`config.mk`:
```
export PLATFORM = sky130hd
export DESIGN_NAME = csr_req_queue
export DESIGN_NICKNAME = d
export VERILOG_FILES = /design/src/rtl/river_cfg_pkg.sv /design/src/rtl/csr_req_queue_pkg.sv /design/src/rtl/csr_req_fifo.sv /design/src/rtl/csr_req_queue.sv
export SDC_FILE = /design/constraint.sdc
export NUM_CORES = 1
export LEC_CHECK = 0
export BUFFER_PORTS_ARGS = -buffer_cell sky130_fd_sc_hd__buf_2
export CAP_MARGIN = 20
export CORE_ASPECT_RATIO = 0.5
export CORE_MARGIN = 4
export CORE_UTILIZATION = 45
export DETAILED_ROUTE_END_ITERATION = 12
export GPL_TIMING_DRIVEN = 0
export PLACE_DENSITY = 0.8
export RECOVER_POWER = 50
export SLEW_MARGIN = 40
export SYNTH_ARGS = -nofsm -noshare
export SYNTH_HDL_FRONTEND = slang
export SYNTH_SLANG_ARGS = --single-unit
```
`constraint.sdc`:
```
create_clock -name i_clk -period 6.09 [get_ports i_clk]
set_clock_uncertainty 0.1 [all_clocks]
set_input_delay 1.827 -clock i_clk [delete_from_list [all_inputs] [get_ports i_clk]]
set_output_delay 1.827 -clock i_clk [all_outputs]
set_load 0.02 [all_outputs]
```
`src/rtl/river_cfg_pkg.sv`:
```
// Shared core configuration: architectural data width and CSR request type encoding.
package river_cfg_pkg;

    localparam int unsigned RISCV_ARCH = 64;

    // One-hot CSR request type bits
    localparam int unsigned CsrReq_ReadBit       = 0;
    localparam int unsigned CsrReq_WriteBit      = 1;
    localparam int unsigned CsrReq_TrapReturnBit = 2;
    localparam int unsigned CsrReq_ExceptionBit  = 3;
    localparam int unsigned CsrReq_InterruptBit  = 4;
    localparam int unsigned CsrReq_BreakpointBit = 5;
    localparam int unsigned CsrReq_HaltBit       = 6;
    localparam int unsigned CsrReq_ResumeBit     = 7;
    localparam int unsigned CsrReq_WfiBit        = 8;
    localparam int unsigned CsrReq_FenceBit      = 9;
    localparam int unsigned CsrReq_TotalBits     = 10;

endpackage

```
`src/rtl/csr_req_queue_pkg.sv`:
```
// Types and constants for the CSR request queue: FSM encoding, request payload,
// register bundle with its reset value, and the response timeout limit.
// Optional feature macro: CSR_REQ_QUEUE_TIMEOUT_EN.
package csr_req_queue_pkg;
    import river_cfg_pkg::*;

    localparam int unsigned CSR_ADDR_BITS         = 12;
    localparam int unsigned CSR_REQ_QUEUE_TIMEOUT = 255;
    localparam int unsigned TIMEOUT_BITS          = 8;

    typedef enum logic [1:0] {
        ST_IDLE      = 2'd0,
        ST_REQ_OUT   = 2'd1,
        ST_WAIT_RESP = 2'd2,
        ST_RESP_OUT  = 2'd3
    } state_e;

    typedef struct packed {
        logic [CsrReq_TotalBits-1:0] req_type;
        logic [CSR_ADDR_BITS-1:0]    addr;
        logic [RISCV_ARCH-1:0]       data;
    } csr_req_t;

    localparam int unsigned CSR_REQ_BITS = $bits(csr_req_t);

    typedef struct packed {
        state_e                state;
        logic                  req_valid;
        csr_req_t              req;
        logic                  csr_resp_ready;
        logic                  resp_valid;
        logic [RISCV_ARCH-1:0] resp_data;
        logic                  resp_exception;
    } regs_t;

    localparam regs_t REGS_RESET = '{
        state:          ST_IDLE,
        req_valid:      1'b0,
        req:            '0,
        csr_resp_ready: 1'b0,
        resp_valid:     1'b0,
        resp_data:      '0,
        resp_exception: 1'b0
    };

endpackage

```
`src/rtl/csr_req_fifo.sv`:
```
// Request FIFO of 2**abits entries with registered full/empty flags.
// Ports: i_clk, i_rst (async, active-high), i_we/i_wdata push,
//        i_re pop, o_rdata_c head entry (combinational), o_full, o_empty.
module csr_req_fifo #(
    parameter int unsigned abits = 1,
    parameter int unsigned dbits = 8
) (
    input  logic             i_clk,
    input  logic             i_rst,
    input  logic             i_we,
    input  logic [dbits-1:0] i_wdata,
    input  logic             i_re,
    output logic [dbits-1:0] o_rdata_c,
    output logic             o_full,
    output logic             o_empty
);
    localparam int unsigned DEPTH = 2 ** abits;

    logic [dbits-1:0] mem [DEPTH];
    logic [abits-1:0] wr_ptr;
    logic [abits-1:0] rd_ptr;
    logic [abits:0]   count;
    logic [abits:0]   count_next;
    logic             do_we;
    logic             do_re;

    assign do_we     = i_we & ~o_full;
    assign do_re     = i_re & ~o_empty;
    assign o_rdata_c = mem[rd_ptr];

    // Push and pop together leave the occupancy unchanged
    always_comb begin
        count_next = count;
        case ({do_we, do_re})
            2'b10:   count_next = count + 1'b1;
            2'b01:   count_next = count - 1'b1;
            default: count_next = count;
        endcase
    end

    // Pointers wrap naturally at 2**abits
    always_ff @(posedge i_clk or posedge i_rst) begin
        if (i_rst) begin
            wr_ptr  <= '0;
            rd_ptr  <= '0;
            count   <= '0;
            o_full  <= 1'b0;
            o_empty <= 1'b1;
        end else begin
            if (do_we) wr_ptr <= wr_ptr + 1'b1;
            if (do_re) rd_ptr <= rd_ptr + 1'b1;
            count   <= count_next;
            o_full  <= (count_next == (abits + 1)'(DEPTH));
            o_empty <= (count_next == '0);
        end
    end

    // Storage is not reset; occupancy tracking guards every read
    always_ff @(posedge i_clk) begin
        if (do_we) mem[wr_ptr] <= i_wdata;
    end

endmodule

```
`src/rtl/csr_req_queue.sv`:
```
// Queues upstream CSR requests and forwards them one at a time to an
// interconnect master port, returning each response upstream in order.
// Ports: i_clk, i_rst (async, active-high); upstream request i_req_*/o_req_ready;
//        upstream response o_resp_*/i_resp_ready; downstream request o_csr_req_*/
//        i_csr_req_ready; downstream response i_csr_resp_*/o_csr_resp_ready.
// Optional feature macro: CSR_REQ_QUEUE_TIMEOUT_EN (downstream response timeout).
module csr_req_queue
    import river_cfg_pkg::*;
    import csr_req_queue_pkg::*;
#(
    parameter int unsigned abits = 1
) (
    input  logic                        i_clk,
    input  logic                        i_rst,
    input  logic                        i_req_valid,
    output logic                        o_req_ready,
    input  logic [CsrReq_TotalBits-1:0] i_req_type,
    input  logic [CSR_ADDR_BITS-1:0]    i_req_addr,
    input  logic [RISCV_ARCH-1:0]       i_req_data,
    output logic                        o_resp_valid,
    input  logic                        i_resp_ready,
    output logic [RISCV_ARCH-1:0]       o_resp_data,
    output logic                        o_resp_exception,
    output logic                        o_csr_req_valid,
    input  logic                        i_csr_req_ready,
    output logic [CsrReq_TotalBits-1:0] o_csr_req_type,
    output logic [CSR_ADDR_BITS-1:0]    o_csr_req_addr,
    output logic [RISCV_ARCH-1:0]       o_csr_req_data,
    input  logic                        i_csr_resp_valid,
    output logic                        o_csr_resp_ready,
    input  logic [RISCV_ARCH-1:0]       i_csr_resp_data,
    input  logic                        i_csr_resp_exception
);
    regs_t    r;
    regs_t    v;
    csr_req_t fifo_wdata;
    csr_req_t fifo_rdata_c;
    logic     fifo_full;
    logic     fifo_empty;
    logic     fifo_re_c;
    logic     pop_allowed_c;

`ifdef CSR_REQ_QUEUE_TIMEOUT_EN
    logic [TIMEOUT_BITS-1:0] r_cnt;
    logic [TIMEOUT_BITS-1:0] v_cnt;
    logic                    r_stale;
    logic                    v_stale;

    // A timed-out transaction still owes one downstream response; hold off until it drains
    assign pop_allowed_c = ~fifo_empty & ~r_stale;
`else
    assign pop_allowed_c = ~fifo_empty;
`endif

    assign fifo_wdata = '{req_type: i_req_type, addr: i_req_addr, data: i_req_data};

    csr_req_fifo #(
        .abits(abits),
        .dbits(CSR_REQ_BITS)
    ) u_fifo (
        .i_clk    (i_clk),
        .i_rst    (i_rst),
        .i_we     (i_req_valid),
        .i_wdata  (fifo_wdata),
        .i_re     (fifo_re_c),
        .o_rdata_c(fifo_rdata_c),
        .o_full   (fifo_full),
        .o_empty  (fifo_empty)
    );

    // Next-state and next-output computation
    always_comb begin
        v         = r;
        fifo_re_c = 1'b0;
`ifdef CSR_REQ_QUEUE_TIMEOUT_EN
        v_cnt     = r_cnt;
        v_stale   = r_stale;
`endif
        case (r.state)
            ST_IDLE: begin
                if (pop_allowed_c) begin
                    fifo_re_c   = 1'b1;
                    v.req       = fifo_rdata_c;
                    v.req_valid = 1'b1;
                    v.state     = ST_REQ_OUT;
                end
            end
            ST_REQ_OUT: begin
                if (i_csr_req_ready) begin
                    v.req_valid      = 1'b0;
                    v.csr_resp_ready = 1'b1;
                    v.state          = ST_WAIT_RESP;
`ifdef CSR_REQ_QUEUE_TIMEOUT_EN
                    v_cnt            = '0;
`endif
                end
            end
            ST_WAIT_RESP: begin
                if (i_csr_resp_valid) begin
                    v.resp_data      = i_csr_resp_data;
                    v.resp_exception = i_csr_resp_exception;
                    v.resp_valid     = 1'b1;
                    v.csr_resp_ready = 1'b0;
                    v.state          = ST_RESP_OUT;
                end
`ifdef CSR_REQ_QUEUE_TIMEOUT_EN
                // Give up: report an exception and keep accepting the late response
                else if (r_cnt == TIMEOUT_BITS'(CSR_REQ_QUEUE_TIMEOUT - 1)) begin
                    v.resp_data      = '0;
                    v.resp_exception = 1'b1;
                    v.resp_valid     = 1'b1;
                    v_stale          = 1'b1;
                    v.state          = ST_RESP_OUT;
                end else begin
                    v_cnt = r_cnt + 1'b1;
                end
`endif
            end
            ST_RESP_OUT: begin
                if (i_resp_ready) begin
                    v.resp_valid = 1'b0;
                    v.state      = ST_IDLE;
                end
            end
            default: v.state = ST_IDLE;
        endcase
`ifdef CSR_REQ_QUEUE_TIMEOUT_EN
        // The late response of a timed-out transaction is swallowed here
        if (r_stale && i_csr_resp_valid) begin
            v_stale          = 1'b0;
            v.csr_resp_ready = 1'b0;
        end
`endif
    end

    always_ff @(posedge i_clk or posedge i_rst) begin
        if (i_rst) begin
            r <= REGS_RESET;
        end else begin
            r <= v;
        end
    end

`ifdef CSR_REQ_QUEUE_TIMEOUT_EN
    always_ff @(posedge i_clk or posedge i_rst) begin
        if (i_rst) begin
            r_cnt   <= '0;
            r_stale <= 1'b0;
        end else begin
            r_cnt   <= v_cnt;
            r_stale <= v_stale;
        end
    end
`endif

    assign o_req_ready      = ~fifo_full;
    assign o_csr_req_valid  = r.req_valid;
    assign o_csr_req_type   = r.req.req_type;
    assign o_csr_req_addr   = r.req.addr;
    assign o_csr_req_data   = r.req.data;
    assign o_csr_resp_ready = r.csr_resp_ready;
    assign o_resp_valid     = r.resp_valid;
    assign o_resp_data      = r.resp_data;
    assign o_resp_exception = r.resp_exception;

endmodule
```
# == Word-level counts from Yosys, hierarchy flattened ==
# Memories as Yosys holds them, arrays and structs flattened.
# Cells that the tools add are included.
# word_totals
mem_count,1
register_bits,162
output_inout_bits,155
in_bits,157
ram_bits,172
# op_classes
reduce_logical,11
bitwise_logic,4
addsub,4
mux,16
n_eq_ne,10
# memory_table
name,words,width,rd,rd_ports_with_merged_regs,write_ports,line,text
u_fifo.mem,2,86,1,0,1,csr_req_fifo.sv:19,logic [dbits-1:0] mem [DEPTH];
# ops
cell,n
$mux 89,1
$mux 67,1
$reduce_and 3->1,3
$eq 2x2->1 const B,4
$ne 2x2->1 const B,4
$pmux 2 s4,1
$mux 1,6
$pmux 1 s2,3
$reduce_bool 2->1,3
$eq 2x1->1 const B,2
$logic_not 2->1,2
$mux 2,2
$pmux 2 s2,1
$reduce_and 2->1,2
$reduce_and 4->1,1
$mux 3,1
$add 1x1->1 const B,2
$add 2x1->2 const B,1
$and 1x1->1,2
$not 1->1,2
$sub 2x1->2 const B,1

# == Longest topological paths before layout ==
# logic_depth
word_depth,6
depth_mapped,11
mapped_depth_nobuf,8

# == Hierarchy ==
# From an unflattened synthesis, not the netlist that was laid out.
# unflattened
cells_unflattened,800
area_unflattened_um2,13849.5
# by_module_without_submodules
module,instances,cells_each,area_each_um2,seq_area_each_um2
csr_req_queue,1,505,7238.2,3903.7
csr_req_fifo,1,295,6611.3,5316.3

# == Least setup slack after synthesis ==
# No wires, ideal clock.
# synth_path
kind,input port to flip-flop
from,input i_req_valid
to,"memory u_fifo.mem[0][0] in the netlist's numbering, enable pin"
required_ps,5459
setup_ps,531
cell_stages,2
setup_slack_ps,-51
arrival_ps,5510
n_path_buf,0
path_cell_list,nand2_1 nor2_1
# synth_via
elab_chain_len,3
# synth_rtl
element,line,text
start: declaration,csr_req_queue.sv:15,"input logic i_req_valid,"
$and 1x1->1,csr_req_fifo.sv:27,assign do_we = i_we & ~o_full;
$mux 1,csr_req_fifo.sv:60,if (do_we) mem[wr_ptr] <= i_wdata;
$mux 1 (implied by the code),csr_req_fifo.sv:60,
end: declaration,csr_req_fifo.sv:19,
# No other way between the ends.

==> summary.txt <==
CTS
  • TritonCTS clock tree: built
  • Hold buffer count at CTS: 0
  • Clock-pin slew on the worst setup and hold paths: ~0.070 ns
  • Post-cts resize count: 0
  • TritonCTS Buffers: 30
  • TritonCTS Sinks: about 330
  • H-tree levels: 1
  • Clk root buf: clkbuf_16
  • Clk_lat worst skew: 0.56 ns
  • Post-CTS setup buffers: 0
  • Longest Clk Path Bufs: 3

Critical path
  • Crit-path cells: buf_2 -> clkinvlp_2 -> clkbuf_1 -> clkbuf_1
  • Critical Path Start Type: input port
  • Slowest cell on the critical path: clkbuf_1
  • CP arrival: roughly 4.3 ns
  • Critical path's largest stage delay: around 0.94 ns
  • Cell mode on critical path: clkbuf_1
  • Data required time at the worst endpoint: roughly 6.5 ns
  • Critical Path End Type: async pin
  • Setup Crit Path Kind: input port to async pin
  • Critical Path Fanout Max: 22

Synth
  • Synth area leader: edfxtp_1
  • Share of the synthesized area in the top cell type: 0.3825
  • Count leader, synth: edfxtp_1
  • Number of synthesized flops with an enable pin: 172
  • #FFs+latches synth: around 330
  • Cells after Synth: between 800 and 900
  • Mean Syn Cell Area: around 15 µm²
  • Top FF cell, synth: edfxtp_1
  • Post-synth ARST share: 0.4850
  • Seq/Total Area, Yosys: 0.6828
  • Synth unique cells: 31
  • YS warnings: 0
  • Synth Cell Area: 13500 µm²
  • Commonest cells post-synth: edfxtp_1 (172), dfrtp_1 (161), buf_4 (152), nand2_1 (97), mux2i_1 (87)
  • Syn Nets: roughly 1100
  • Top post-synthesis cells by area: edfxtp_1 (38%), dfrtp_1 (30%), buf_4 (8.5%)

Floorplan
  • Initial Util: 0.4610
  • Die width: approximately 250 µm
  • Die ar.: around 33000 µm²
  • Die height: about 130 µm
  • # IOs: ~310
  • Row Count: 44
  • Core Region: roughly 29000 µm²

GRT
  • Vias in the first global route: about 8600
  • Total track usage: 0.1837
  • Initial antenna violation count: 3
  • Global route total overflow: 0
  • Pin count of the biggest net entering global routing: 37
  • First-pass GRT wire length: roughly 47000 µm

Placement
  • Placed insts: 1608
  • IO buf count: between 300 and 400
  • Detailed placement HPWL: 22840 µm
  • Routability Congestion: ~0.85
  • Dpl ws: between 2 and 3 ns

Routing
  • Top Layer Used: met4
  • DRT Pass-1 Iters: 7
  • Initial drt markers: ~400
  • DRC errors left: 0
  • Detail Route Antenna Nets: 0
  • Wire per inst: between 15 and 20 µm
  • Drt via density: around 4.7
  • Met3 WL: ~1000 µm
  • Post-Route M1 WL: roughly 12000 µm
  • Met2 routed WL: about 17000 µm
  • Routed wire length: between 30000 and 40000 µm
  • Vias: 7917

STA
  • Fin. Hold Viols: 0
  • Setup ws final: 2.165 ns
  • Max Fclk: about 0.25 GHz
  • Final worst-path cycle share: 0.6445
  • RSZ-0062 raised after global routing: false
  • Crit path time final: slightly below 4 ns
  • Worst slew pin tran: 1.519 ns
  • Worst relative slew slack: -0.01259
  • Setup tns final: 0 ns
  • Max-slew violation count: 25
  • Hold Worst Slack: 0.3811 ns
  • Setup violators final: 0

Worst hold path
  • Worst Hold Class: flip-flop to flip-flop

Cells and area
  • Cell Count, Final, Fillers Out: ~1700
  • Layout area overhead: 23.75%
  • Layout net count: roughly 1400
  • Share of cells above drive strength 1: 0.4407

Power and ir drop
  • Leak: around 7.7 nW
  • PD cells: roughly 560 nW/µm²
  • Worst IR Drop VDD: 0.0002030 V
  • Total power: between 9 and 10 mW

Status
  • Violated checks: capacitance limit, slew limit
  • Status: complete, but fails checks

Job
  • MaxCap Viol Count: 1
-- worst max-delay path, delay by kind of cell --
kind / cells / cell delay (ns)
buffers and inverters: 4 / 2.46
-- through the flow --
step           instance area (µm²)    util
2_1_floorplan                13510       -
3_3_place_gp                 15550  0.5311
3_5_place_dp                 15910  0.5433
4_1_cts                      16910  0.5775
5_1_grt                      16710  0.5705
6_report                     16710  0.5705
-- final timing paths --
kind | to | startpoint | cells after the start | slack [ns]
setup / recovery | o_resp_data[6] | i_rst | 4 | 2.16
hold / removal | o_csr_req_type[9] | o_csr_req_type[9] | 2 | 0.38
setup reg to reg | u_fifo.o_empty | r[154] | 11 | 2.57
hold reg to reg | o_csr_req_type[9] | o_csr_req_type[9] | 2 | 0.38
max in group i_clk | u_fifo.o_empty | r[154] | 11 | 2.57
min in group asynchronous | o_resp_data[28] | i_rst | 2 | 1.27
-- state kept, by name (all words and copies together) (netlist names) --
name / flops
o_csr_req_addr: 12
u_fifo.count: 2
o_csr_req_valid: 1
o_csr_req_type: 10
o_csr_req_data: 64
u_fifo.mem: 172
o_resp_valid: 1
u_fifo.wr_ptr: 1
u_fifo.rd_ptr: 1
r: 2
o_resp_exception: 1
o_csr_resp_ready: 1
u_fifo.o_empty: 1
u_fifo.o_full: 1
o_resp_data: 64
-- cell type report --
| type | instances | area, µm² |
|---|---|---|
| sequential | 334 | 9220 |
| timing repair buffer | 325 | 1769 |
| multi-input combinational | 364 | 2838 |
| tap | 391 | 489.2 |
| clock inverter | 8 | 102.6 |
| antenna | 3 | 7.507 |
| buffer | 187 | 1358 |
| inverter | 7 | 27.53 |
| fill | 2357 | 12580 |
| clock buffer | 48 | 898.4 |
-- placed cells by master (no fill, tap or decap), types with 3 or more instances in the layout --
cell type    n
xnor2_1      4
o21ai_0     83
buf_2      271
clkbuf_16   30
ha_1         6
inv_1        6
diode_2      3
buf_12       3
o21ai_1      5
buf_16       7
mux2_4      50
clkbuf_8     8
mux2i_1     87
clkbuf_1    77
nand2_1     97
buf_6       10
mux2_2      15
edfxtp_1   172
clkinv_2     4
dfrtp_1    161
buf_4      152
-- kinds of logic (layout without fill, tap and decap cells) --
kind of cell,count (synthesis),in the layout,synth area share
flip-flops,334,334,0.6828
other,0,3,0
adder cells (fa/ha/maj),6,6,0.005560
AO/OA/AOI/OAI,96,96,0.03707
multiplexers,153,153,0.1334
AND/OR/NAND/NOR,103,103,0.03002
buffers and inverters,194,575,0.1072
XOR/XNOR,6,6,0.003892
-- routing by layer --
layer  up-vias  track usage
li1       3686            -
met1      3980       0.2146
met2       173       0.3421
met3        78      0.02967
met4         0      0.07872
met5         -            0
-- power by group --
group          internal, mW  leakage [nW]  switching, mW
Sequential             3.21          3.56          0.383
Combinational          1.82          3.65           2.09
Clock                  1.09         0.494          0.822
Total                  6.13          7.70           3.29
No activity file was read; power rests on OpenSTA's default activity.
